===== config.mk =====
export PLATFORM = sky130hd
export DESIGN_NAME = uart_cmd_rx
export DESIGN_NICKNAME = d
export VERILOG_FILES = /design/src/rtl/uart_cmd_rx_pkg.sv /design/src/rtl/uart_cmd_rx_sync2.sv /design/src/rtl/uart_cmd_rx.sv
export SDC_FILE = /design/constraint.sdc
export NUM_CORES = 1
export LEC_CHECK = 0
export ABC_CLOCK_PERIOD_IN_PS = 4730
export CORE_MARGIN = 5
export CORE_UTILIZATION = 59
export DETAILED_ROUTE_END_ITERATION = 7
export PLACE_DENSITY_LB_ADDON = 0.12
export SKIP_LAST_GASP = 1
export SLEW_MARGIN = 15
export SYNTH_ARGS = -nofsm -noshare
export SYNTH_HDL_FRONTEND = slang
export SYNTH_SLANG_ARGS = --single-unit

===== constraint.sdc =====
create_clock -name clk -period 4.73 [get_ports clk]
set_clock_uncertainty 0.15 [all_clocks]
set_input_delay 1.1825 -clock clk [delete_from_list [all_inputs] [get_ports clk]]
set_output_delay 1.1825 -clock clk [all_outputs]
set_load 0.005 [all_outputs]

===== src/rtl/uart_cmd_rx_pkg.sv =====
// Shared definitions for the UART command receiver: FSM state encoding and
// the command nibble codes understood by the downstream decoder.
package uart_cmd_rx_pkg;

  typedef enum logic [2:0] {
    ST_IDLE      = 3'd0,
    ST_START     = 3'd1,
    ST_DATA      = 3'd2,
    ST_STOP      = 3'd3,
    ST_WAIT_IDLE = 3'd4
  } rx_state_e;

  // Command nibble carried in rx_data[3:0]; rx_data[7:4] is the argument.
  localparam logic [3:0] CMD_NOP        = 4'h0;
  localparam logic [3:0] CMD_SET_GAIN   = 4'h1;
  localparam logic [3:0] CMD_SET_TRIM   = 4'h2;
  localparam logic [3:0] CMD_ADC_START  = 4'h3;
  localparam logic [3:0] CMD_ADC_STOP   = 4'h4;
  localparam logic [3:0] CMD_PLL_RELOCK = 4'h5;
  localparam logic [3:0] CMD_LDO_EN     = 4'h6;
  localparam logic [3:0] CMD_LDO_DIS    = 4'h7;
  localparam logic [3:0] CMD_STATUS     = 4'hE;
  localparam logic [3:0] CMD_SOFT_RST   = 4'hF;

  function automatic logic cmd_is_defined(input logic [3:0] c);
    case (c)
      CMD_NOP, CMD_SET_GAIN, CMD_SET_TRIM, CMD_ADC_START, CMD_ADC_STOP,
      CMD_PLL_RELOCK, CMD_LDO_EN, CMD_LDO_DIS, CMD_STATUS, CMD_SOFT_RST:
        cmd_is_defined = 1'b1;
      default:
        cmd_is_defined = 1'b0;
    endcase
  endfunction

endpackage


===== src/rtl/uart_cmd_rx_sync2.sv =====
// Two-flop synchronizer for a single asynchronous bit; both flops reset to INIT.
module sync2 #(
  parameter logic INIT = 1'b1
) (
  input  logic clk_i,
  input  logic rst_ni,
  input  logic d_i,
  output logic q_o
);

  logic [1:0] ff_q;

  always_ff @(posedge clk_i) begin
    if (!rst_ni) ff_q <= {2{INIT}};
    else         ff_q <= {ff_q[0], d_i};
  end

  assign q_o = ff_q[1];

endmodule


===== src/rtl/uart_cmd_rx.sv =====
// UART 8N1 receiver that latches each good byte as a cmd/arg nibble pair.
// Sampling is at mid-bit, timed from the synchronized start-bit falling edge.
module uart_cmd_rx
  import uart_cmd_rx_pkg::*;
#(
  parameter int CLK_FREQUENCY = 10000000,
  parameter int BAUD_RATE     = 57600
) (
  input  logic       clk,
  input  logic       rst_n,
  input  logic       RX,
  output logic [7:0] rx_data,
  output logic       rx_valid,
  output logic       frame_error,
  output logic [3:0] cmd,
  output logic [3:0] arg,
  output logic       busy
);

  // state | meaning
  // IDLE      | line idle, waiting for rxs low
  // START     | timing to start-bit middle, glitch check
  // DATA      | sampling 8 data bits LSB first at mid-bit
  // STOP      | sampling stop bit; deliver byte or flag frame error
  // WAIT_IDLE | after a framing error, wait for a full bit time of idle

  localparam int DIVISOR = CLK_FREQUENCY / BAUD_RATE;
  localparam int HALF    = DIVISOR / 2;
  localparam int CNT_W   = (DIVISOR > 1) ? $clog2(DIVISOR) : 1;

  localparam logic [CNT_W-1:0] CNT_LAST = CNT_W'(DIVISOR - 1);
  localparam logic [CNT_W-1:0] CNT_HALF = CNT_W'(HALF - 1);
  localparam logic [CNT_W-1:0] CNT_ONE  = CNT_W'(1);

  logic             rxs;
  rx_state_e        state_q, state_d;
  logic [CNT_W-1:0] cnt_q, cnt_d;
  logic [2:0]       idx_q, idx_d;
  logic [7:0]       shreg_q, shreg_d;
  logic [7:0]       rx_data_q, rx_data_d;
  logic [3:0]       cmd_q, cmd_d;
  logic [3:0]       arg_q, arg_d;
  logic             rx_valid_q, rx_valid_d;
  logic             frame_error_q, frame_error_d;

  sync2 #(.INIT(1'b1)) u_sync_rx (
    .clk_i  (clk),
    .rst_ni (rst_n),
    .d_i    (RX),
    .q_o    (rxs)
  );

  always_ff @(posedge clk) begin
    if (!rst_n) begin
      state_q       <= ST_IDLE;
      cnt_q         <= '0;
      idx_q         <= '0;
      shreg_q       <= '0;
      rx_data_q     <= '0;
      cmd_q         <= '0;
      arg_q         <= '0;
      rx_valid_q    <= 1'b0;
      frame_error_q <= 1'b0;
    end else begin
      state_q       <= state_d;
      cnt_q         <= cnt_d;
      idx_q         <= idx_d;
      shreg_q       <= shreg_d;
      rx_data_q     <= rx_data_d;
      cmd_q         <= cmd_d;
      arg_q         <= arg_d;
      rx_valid_q    <= rx_valid_d;
      frame_error_q <= frame_error_d;
    end
  end

  always_comb begin
    state_d       = state_q;
    cnt_d         = cnt_q;
    idx_d         = idx_q;
    shreg_d       = shreg_q;
    rx_data_d     = rx_data_q;
    cmd_d         = cmd_q;
    arg_d         = arg_q;
    rx_valid_d    = 1'b0;
    frame_error_d = 1'b0;

    case (state_q)
      ST_IDLE: begin
        if (!rxs) begin
          cnt_d   = '0;
          state_d = ST_START;
        end
      end

      ST_START: begin
        if (cnt_q == CNT_HALF) begin
          if (rxs) begin
            state_d = ST_IDLE;
          end else begin
            cnt_d   = '0;
            idx_d   = '0;
            state_d = ST_DATA;
          end
        end else begin
          cnt_d = cnt_q + CNT_ONE;
        end
      end

      ST_DATA: begin
        if (cnt_q == CNT_LAST) begin
          shreg_d[idx_q] = rxs;
          cnt_d          = '0;
          if (idx_q == 3'd7) state_d = ST_STOP;
          else               idx_d   = idx_q + 3'd1;
        end else begin
          cnt_d = cnt_q + CNT_ONE;
        end
      end

      // Returning to IDLE at the stop-bit middle leaves half a bit of slack
      // for a back-to-back start bit.
      ST_STOP: begin
        if (cnt_q == CNT_LAST) begin
          cnt_d = '0;
          if (rxs) begin
            rx_data_d  = shreg_q;
            cmd_d      = shreg_q[3:0];
            arg_d      = shreg_q[7:4];
            rx_valid_d = 1'b1;
            state_d    = ST_IDLE;
          end else begin
            frame_error_d = 1'b1;
            state_d       = ST_WAIT_IDLE;
          end
        end else begin
          cnt_d = cnt_q + CNT_ONE;
        end
      end

      // Counts consecutive idle cycles; any low restarts the count so a
      // held break yields only the single frame error already reported.
      ST_WAIT_IDLE: begin
        if (!rxs) begin
          cnt_d = '0;
        end else if (cnt_q == CNT_LAST) begin
          cnt_d   = '0;
          state_d = ST_IDLE;
        end else begin
          cnt_d = cnt_q + CNT_ONE;
        end
      end

      default: begin
        cnt_d   = '0;
        state_d = ST_IDLE;
      end
    endcase
  end

  assign rx_data     = rx_data_q;
  assign cmd         = cmd_q;
  assign arg         = arg_q;
  assign rx_valid    = rx_valid_q;
  assign frame_error = frame_error_q;
  assign busy        = (state_q != ST_IDLE);

endmodule


# Yosys cells after proc, flatten, opt, wreduce, memory -nomap -nowiden
# Index checks and enable logic that the tools add are counted.
[word_totals]
regBits = 42
inputBits = 3
output_inout_bits = 19
elab_cells = 65
[classes]
n_addsub = 2
order_cmp = 2
n_eq_ne = 16
mux = 25
n_reduce_logical = 10
[op_table]
columns = ["cell", "n"]
rows = [
  ["3-bit 2-to-1 mux", 12],
  ["8-bit 2-to-1 mux", 4],
  ["8-bit one-hot mux with 4 select lines", 1],
  ["2-bit != test, second input constant", 8],
  ["3-bit one-hot mux with 5 select lines", 1],
  ["8-bit by 1-bit adder with 8-bit output, second input constant", 1],
  ["8-bit bitwise mux", 1],
  ["8-bit by 7-bit equality test with 1-bit output, second input constant", 1],
  ["8-bit equality test, second input constant", 1],
  ["7-bit AND reduction", 1],
  ["3-bit by 2-bit equality test with 1-bit output, second input constant", 2],
  ["3-bit equality test, second input constant", 2],
  ["3-bit one-hot mux with 2 select lines", 1],
  ["3-bit AND reduction", 2],
  ["5-bit AND reduction", 1],
  ["3-bit by 4-bit < comparator with 1-bit output, second input constant", 1],
  ["3-bit by 1-bit adder with 3-bit output, second input constant", 1],
  ["1-bit demux with 3-bit select", 1],
  ["3-bit by 1-bit equality test with 1-bit output, second input constant", 1],
  ["3-bit by 1-bit greater-or-equal comparator with 1-bit output, second input constant", 1],
  ["3-bit zero test", 1],
  ["1-bit 2-to-1 mux", 3],
  ["3-bit nonzero test", 1],
  ["2-bit 2-to-1 mux", 1],
  ["other kinds (5)", 5],
]

# Depth between registers and ports, before layout
# Gate-level depths: netlist of the first run.
[depth]
ltp_word = 5
depth_mapped = 8
ltp_nobuf = 7

# By module
# Synthesis of the first run repeated with hierarchy kept, for this count alone.
[hier_totals]
cells_unflattened = 203
hier_area_um2 = 1781.7
[by_module_without_submodules]
columns = ["module", "instances", "cells_each", "area_each_um2", "seq_area_each_um2"]
rows = [
  ["uart_cmd_rx", 1, 199, 1729.2, 640.6],
  ["sync2", 1, 4, 52.6, 40.0],
]

# Least setup slack after synthesis of the first run
# No wires, ideal clock.
[synth_path]
path_kind = "register to output"
startpoint = "register state_q[1]"
endpoint = "output busy"
arrival_time_ps = 850
required_ps = 3398
path_slack_ps = 2548
stages_incl_launch_ff = 3
path_buffers = 1
cell_sequence = "dfxtp_1 -> clkbuf_1 -> or3_1"
[synth_via]
elab_chain_cells = 1
[synth_lines]
columns = ["element", "line_no", "source"]
rows = [
  ["from (decl)", "uart_cmd_rx.sv:36", "rx_state_e state_q, state_d;"],
  ["from (signal assigned)", "uart_cmd_rx.sv:65", "state_q <= state_d;"],
  ["3-bit nonzero test", "uart_cmd_rx.sv:166", "assign busy = (state_q != ST_IDLE);"],
  ["to (decl)", "uart_cmd_rx.sv:17", "output logic busy"],
]
# No other way between the ends.

==> out/results.ini, run 1 <==
[placement]
dpl.cell_count = 234
placed_area_sq_um = 1870
gp_congestion = 0.831
port_buffers = 21
dp_hpwl_um = 2630
pre_cts_ws_ns = 1.36

[die]
dieArea_sq_um = 4170
start_util_pct = 62.7
rows = 19
die_h_um = 64.6
core_sq_um = 2810
io_pins = 22
fp.dieW_um = 64.6

[setup_path]
cp.arrival_ns = 3.21
worst_r2r_endpoint = idx_q[0]
path_class = in2reg
startpoint_type = primary input
required_ns = 4.83
reg2reg_from = idx_q[1]
setup.worst_path.end_class = flip-flop
path_max_fanout = 14
r2r_cells = 7
r2r_setup_slack_ns = 2.37

[final_layout]
fill_cells = 234
nNetsFinal = 218
fin_area_sq_um = 1940
drive_gt1_share_pct = 9.48
layoutNonFillerInstCount = 242
antenna_cells = 0
area_growth_pct = 10.2

[timing]
slew_violations = 0
finalSetupTns_ns = 0
hold-worst-slack_ns = 0.250
fin_crit_sh_pct = 65.7
maxSlewHeadroom_pct = 50.5
worst_slack_ns = 1.62
min_period_ns = 3.11
max_freq_mhz = 322
hold_viol = 0
setup_viol = 0
rsz0062_at_grt = no
worst_slew_pin_slew_ns = 0.739

[status]
outcome = completed

[synth]
ys_warn_count = 0
async_flop_share_pct = 0
syn_inst = 204
ys.flop_type = dfxtp_1
synth.avg_cell_area_sq_um = 8.62
synth_area_sq_um = 1760
yosysSeqAreaShare_pct = 38.7
ys_types = 43
ys_ff_latch = 34
synth_edf_count = 0
syn_nets = 212

[drt]
drt-total-wl_um = 3740
antenna_left = 0
drc = 0
post_drt_wl_per_cell_um = 15.5
via_per_inst = 6.11
vias = 1479
first_pass_iters = 4
drt_iter0_markers = 173

[worst_hold_path]
whs_path_depth = 1
hold_end = u_sync_rx.ff_q[1]
hold_path.class = reg2reg
hold_start = u_sync_rx.ff_q[0]

[global_routing]
grt_pass1_vias = 1395
grt_pass1_wl_um = 6540
grt_max_degree = 17
grt-ovfl-total = 0
track_usage_pct = 19.6
antenna_found_initial = 0

[power]
ir_drop_mv = 0.172
power_density_nw_per_um2 = 247
p_leak_uw = 0.000757

[clock_network]
cts_resized = 0
clkTransAtPathRegs_ns = 0.12
cts_tree = done
clk_latency_ns = 0.34
cts-root-buf = clkbuf_4
post-cts-setup-buffer-count = 0
cts.sinks = 34
cts_buffers = 5
htreeDepth = 2
hold_buffers = 0
cts_buffer_depth = 2

[flow_run]
drv_cap = 0

-- worst max path at each step --
stage / startpoint / endpoint / slack, ns / cells after the start
after floorplan: state_q[1] / busy / 2.55 / 2
after CTS: rst_n / cnt_q[6] / 1.69 / 5
after global routing: rst_n / cnt_q[6] / 1.51 / 5
after detailed placement: rst_n / cnt_q[6] / 1.36 / 5
final: rst_n / cnt_q[4] / 1.62 / 5
after global placement: rst_n / cnt_q[5] / 1.48 / 5
-- flip-flops by register name, indices dropped and copies added, names as in the netlist --
| signal | count |
|---|---|
| shreg_q | 8 |
| rx_valid | 1 |
| state_q | 3 |
| idx_q | 3 |
| cnt_q | 8 |
| frame_error | 1 |
| u_sync_rx.ff_q | 2 |
| rx_data | 8 |
-- synth_stat cells, types with 2 or more instances --
master | instances | area [sq um]
nor2_1 | 21 | 78.8
clkbuf_1 | 7 | 26.3
nor4_1 | 2 | 12.5
nor3b_2 | 2 | 25.0
mux2i_1 | 16 | 160
inv_1 | 5 | 18.8
buf_2 | 2 | 10.0
a22oi_1 | 2 | 15.0
xnor2_1 | 2 | 17.5
ha_1 | 5 | 62.6
or2_2 | 2 | 12.5
buf_4 | 9 | 67.6
nand2b_1 | 3 | 18.8
o21ai_0 | 4 | 20.0
or3_1 | 3 | 18.8
nand4_2 | 2 | 25.0
nand3_1 | 4 | 20.0
dfxtp_1 | 34 | 681
nand4_1 | 3 | 18.8
a32o_1 | 2 | 20.0
buf_6 | 2 | 22.5
nand3b_1 | 3 | 22.5
nand4b_1 | 2 | 17.5
o211ai_1 | 4 | 30.0
nand2_1 | 32 | 120
buf_1 | 2 | 7.51
a21oi_1 | 5 | 25.0
nor3_1 | 8 | 40.0
nor3b_1 | 2 | 15.0
-- metal layers --
layer | up-vias | global-route usage, % | part of all wire (%)
met5 | - | 0 | 0
met4 | 0 | 5.28 | 0.94
met3 | 6 | 5.53 | 7.8
met2 | 55 | 31.8 | 47
met1 | 697 | 25.6 | 45
li1 | 721 | - | -
-- cell usage in the layout, fill, tap and decap left out, drive strengths merged, types with 5 or more instances in the layout --
cell,Yosys,routed
dfxtp,34,34
nand2,32,32
nor2,21,21
clkdlybuf4s50,0,21
mux2i,16,16
nor3,8,8
clkbuf,7,6
inv,5,5
a21oi,5,5
ha,5,5
nand4,5,5
-- metrics by stage --
stage / utilization [%] / total power (uW)
after floorplan: - / 306
after global placement: 66.8 / 311
after detailed placement: 66.8 / 312
after CTS: 69.0 / 480
after global routing: 69.0 / 498
final: 69.0 / 479
-- cell families (layout without fill, tap and decap cells) --
| group | after synthesis | count (layout) | synth area share, % |
|---|---|---|---|
| compound gates | 24 | 24 | 9.68 |
| xor+xnor | 2 | 2 | 0.997 |
| fa+ha+maj | 5 | 5 | 3.56 |
| buf+inv | 27 | 34 | 8.68 |
| flops | 34 | 34 | 38.7 |
| mux | 16 | 16 | 9.11 |
| simple gates | 96 | 96 | 29.3 |
-- report_power, final --
part / switching, uW / internal (uW)
clock network: 101 / 71.5
logic: 11.0 / 4.94
registers: 2.37 / 288
total: 115 / 364
-- area by class of cell --
class                      instances  area (sq um)  area share [%]
multi-input combinational        143           925            47.7
sequential                        34           681            35.1
timing repair buffer              21           210            10.9
clock buffer                       6          51.3            2.65
tap                               31          38.8            2.00
inverter                           5          18.8           0.969
clock inverter                     2          12.5           0.646
-- critical path, cell delays in order --
cell and delay (ns):
clkdlybuf4s50_1 0.79, nand2_1 0.32, a211oi_1 0.66, nand2_1 0.13
o211ai_1 0.13
(Power assumes the default switching activity.)
==> run 2, diff against run 1 <==
--- a/config.mk
+++ b/config.mk
@@ -5,9 +5,9 @@
 export SDC_FILE = /design/constraint.sdc
 export NUM_CORES = 1
 export LEC_CHECK = 0
-export ABC_CLOCK_PERIOD_IN_PS = 4730
+export ABC_CLOCK_PERIOD_IN_PS = 2600
 export CORE_MARGIN = 5
-export CORE_UTILIZATION = 59
+export CORE_UTILIZATION = 49
 export DETAILED_ROUTE_END_ITERATION = 7
 export PLACE_DENSITY_LB_ADDON = 0.12
 export SKIP_LAST_GASP = 1
==> constraint.sdc (replaced) <==
create_clock -name clk -period 2.6 [get_ports clk]
set_clock_uncertainty 0.15 [all_clocks]
set_input_delay 0.65 -clock clk [delete_from_list [all_inputs] [get_ports clk]]
set_output_delay 0.65 -clock clk [all_outputs]
set_load 0.005 [all_outputs]
==> run 2 against run 1 <==
Effect of this change: die area rose by 17%; register-to-register slack got worse by 2.1 ns; sequential share of layout area fell by 1.2 points; utilization fell by 10 points; combinational power rose by 110%; design area rose by 3.4%; routed wire length fell by 5.8%; non-clock buffer count rose by 4; final cell count rose by 7.4%; critical path depth fell by 3; count of clock-buffer cells in the layout did not move; largest cell class unchanged.
==> out/results.ini, run 2 (synthesis results as in run 1) <==
[setup_path]
path_max_fanout = 12
startpoint_type = flip-flop
cp-endpoint = busy
startpoint = state_q[0]
setup.worst_path.end_class = output port
required_ns = 1.80
worst_r2r_endpoint = idx_q[0]
r2r_setup_slack_ns = 0.28
reg2reg_from = idx_q[1]
cp.arrival_ns = 1.60
r2r_cells = 7
path_class = reg2out

[clock_network]
hold_buffers = 0
cts_buffers = 5
post-cts-setup-buffer-count = 0
cts_resized = 0
htreeDepth = 2
clk_latency_ns = 0.33
cts_buffer_depth = 2
cts_tree = done
cts-root-buf = clkbuf_4
clkTransAtPathRegs_ns = 0.10
cts.sinks = 34

[drt]
drt_iter0_markers = 92
via_per_inst = 5.56
first_pass_iters = 5
drt-total-wl_um = 3520
vias = 1446
antenna_left = 0
post_drt_wl_per_cell_um = 13.6
drc = 0

[placement]
dp_hpwl_um = 2560
dpl.cell_count = 253
placed_area_sq_um = 1920
gp_congestion = 0.915
port_buffers = 21

[final_layout]
final_common_cell = dfxtp_1
drive_gt1_share_pct = 10.7
multi_input_area_sq_um = 925
final_cell_mix = dfxtp_1 (34), nand2_1 (32), nor2_1 (21), clkdlybuf4s50_1 (21), mux2i_1 (16)
fin_area_sq_um = 2000
area_growth_pct = 14.0
nNetsFinal = 222
fin_util_pct = 58.6
antenna_cells = 0
fill_cells = 320
seq_area_sq_um = 681
layoutNonFillerInstCount = 260

[global_routing]
track_usage_pct = 15.2
grt_pass1_vias = 1336
antenna_found_initial = 0
grt_pass1_wl_um = 6090
grt_max_degree = 13
grt-ovfl-total = 0

[power]
p_leak_uw = 0.000787
pwr-share-comb_pct = 3.5
power_density_nw_per_um2 = 473
power_frac_seq_pct = 55.6
ir_drop_mv = 0.390
p_clk_share_pct = 40.9
switching_share_pct = 19.9
p_switching_uw = 188
p_int_uw = 759

[die]
io_pins = 22
start_util_pct = 51.5
dieArea_sq_um = 4890
rows = 21
core_sq_um = 3420
die_h_um = 69.9
fp.dieW_um = 69.9

[timing]
rsz0062_at_grt = no
slew_violations = 0
worst_slew_pin_slew_ns = 0.436
min_period_ns = 2.40
max_freq_mhz = 417
finalSetupTns_ns = 0
fin_crit_sh_pct = 92.1
hold_viol = 0
maxSlewHeadroom_pct = 70.7
setup_viol = 0
hold-worst-slack_ns = 0.264

[worst_hold_path]
hold_path.class = reg2reg

[flow_run]
drv_cap = 0

[status]
outcome = completed

run 2: worst min path at each step:
stage / start / to / slack (ns) / depth (start not counted)
after CTS: u_sync_rx.ff_q[0] / u_sync_rx.ff_q[1] / 0.27 / 1
after detailed placement: u_sync_rx.ff_q[0] / u_sync_rx.ff_q[1] / 0.24 / 1
after floorplan: u_sync_rx.ff_q[0] / u_sync_rx.ff_q[1] / 0.24 / 1
after global placement: u_sync_rx.ff_q[0] / u_sync_rx.ff_q[1] / 0.24 / 1
after global routing: u_sync_rx.ff_q[0] / u_sync_rx.ff_q[1] / 0.30 / 1
final: u_sync_rx.ff_q[0] / u_sync_rx.ff_q[1] / 0.26 / 1
run 2: metal layers:
layer	track usage (%)	up-vias	part of all wire (%)
met3	4.88	4	4.2
li1	-	724	-
met4	4.47	0	0.74
met2	24.0	35	44
met1	19.8	683	51
met5	0	-	0
run 2: layout make-up:
class	count	area share (%)
tap	46	2.87
clock inverter	1	1.50
multi-input combinational	143	46.2
timing repair buffer	25	12.0
clock buffer	6	2.56
sequential	34	34.0
inverter	5	0.937
run 2: worst max-delay path, cell delays in order (launching register included):
cell and delay (ns):
dfxtp_1 0.44, or3_1 0.39, clkdlybuf4s50_1 0.44
run 2: per-stage QoR:
| step | setup slack, ns | power [uW] |
|---|---|---|
| 3_3_place_gp | 0.376 | 571 |
| 2_1_floorplan | 0.471 | 557 |
| 3_5_place_dp | 0.296 | 571 |
| 5_1_grt | 0.114 | 995 |
| 6_report | 0.204 | 947 |
| 4_1_cts | 0.183 | 963 |
run 2: power groups by stage:
stage	Combinational (uW)	Sequential [uW]	Clock, uW
after global placement	31.8	539	0
after CTS	32.9	527	404
after floorplan	20.9	536	0
after global routing	36.8	528	431
after detailed placement	32.3	539	0
final	32.9	527	387
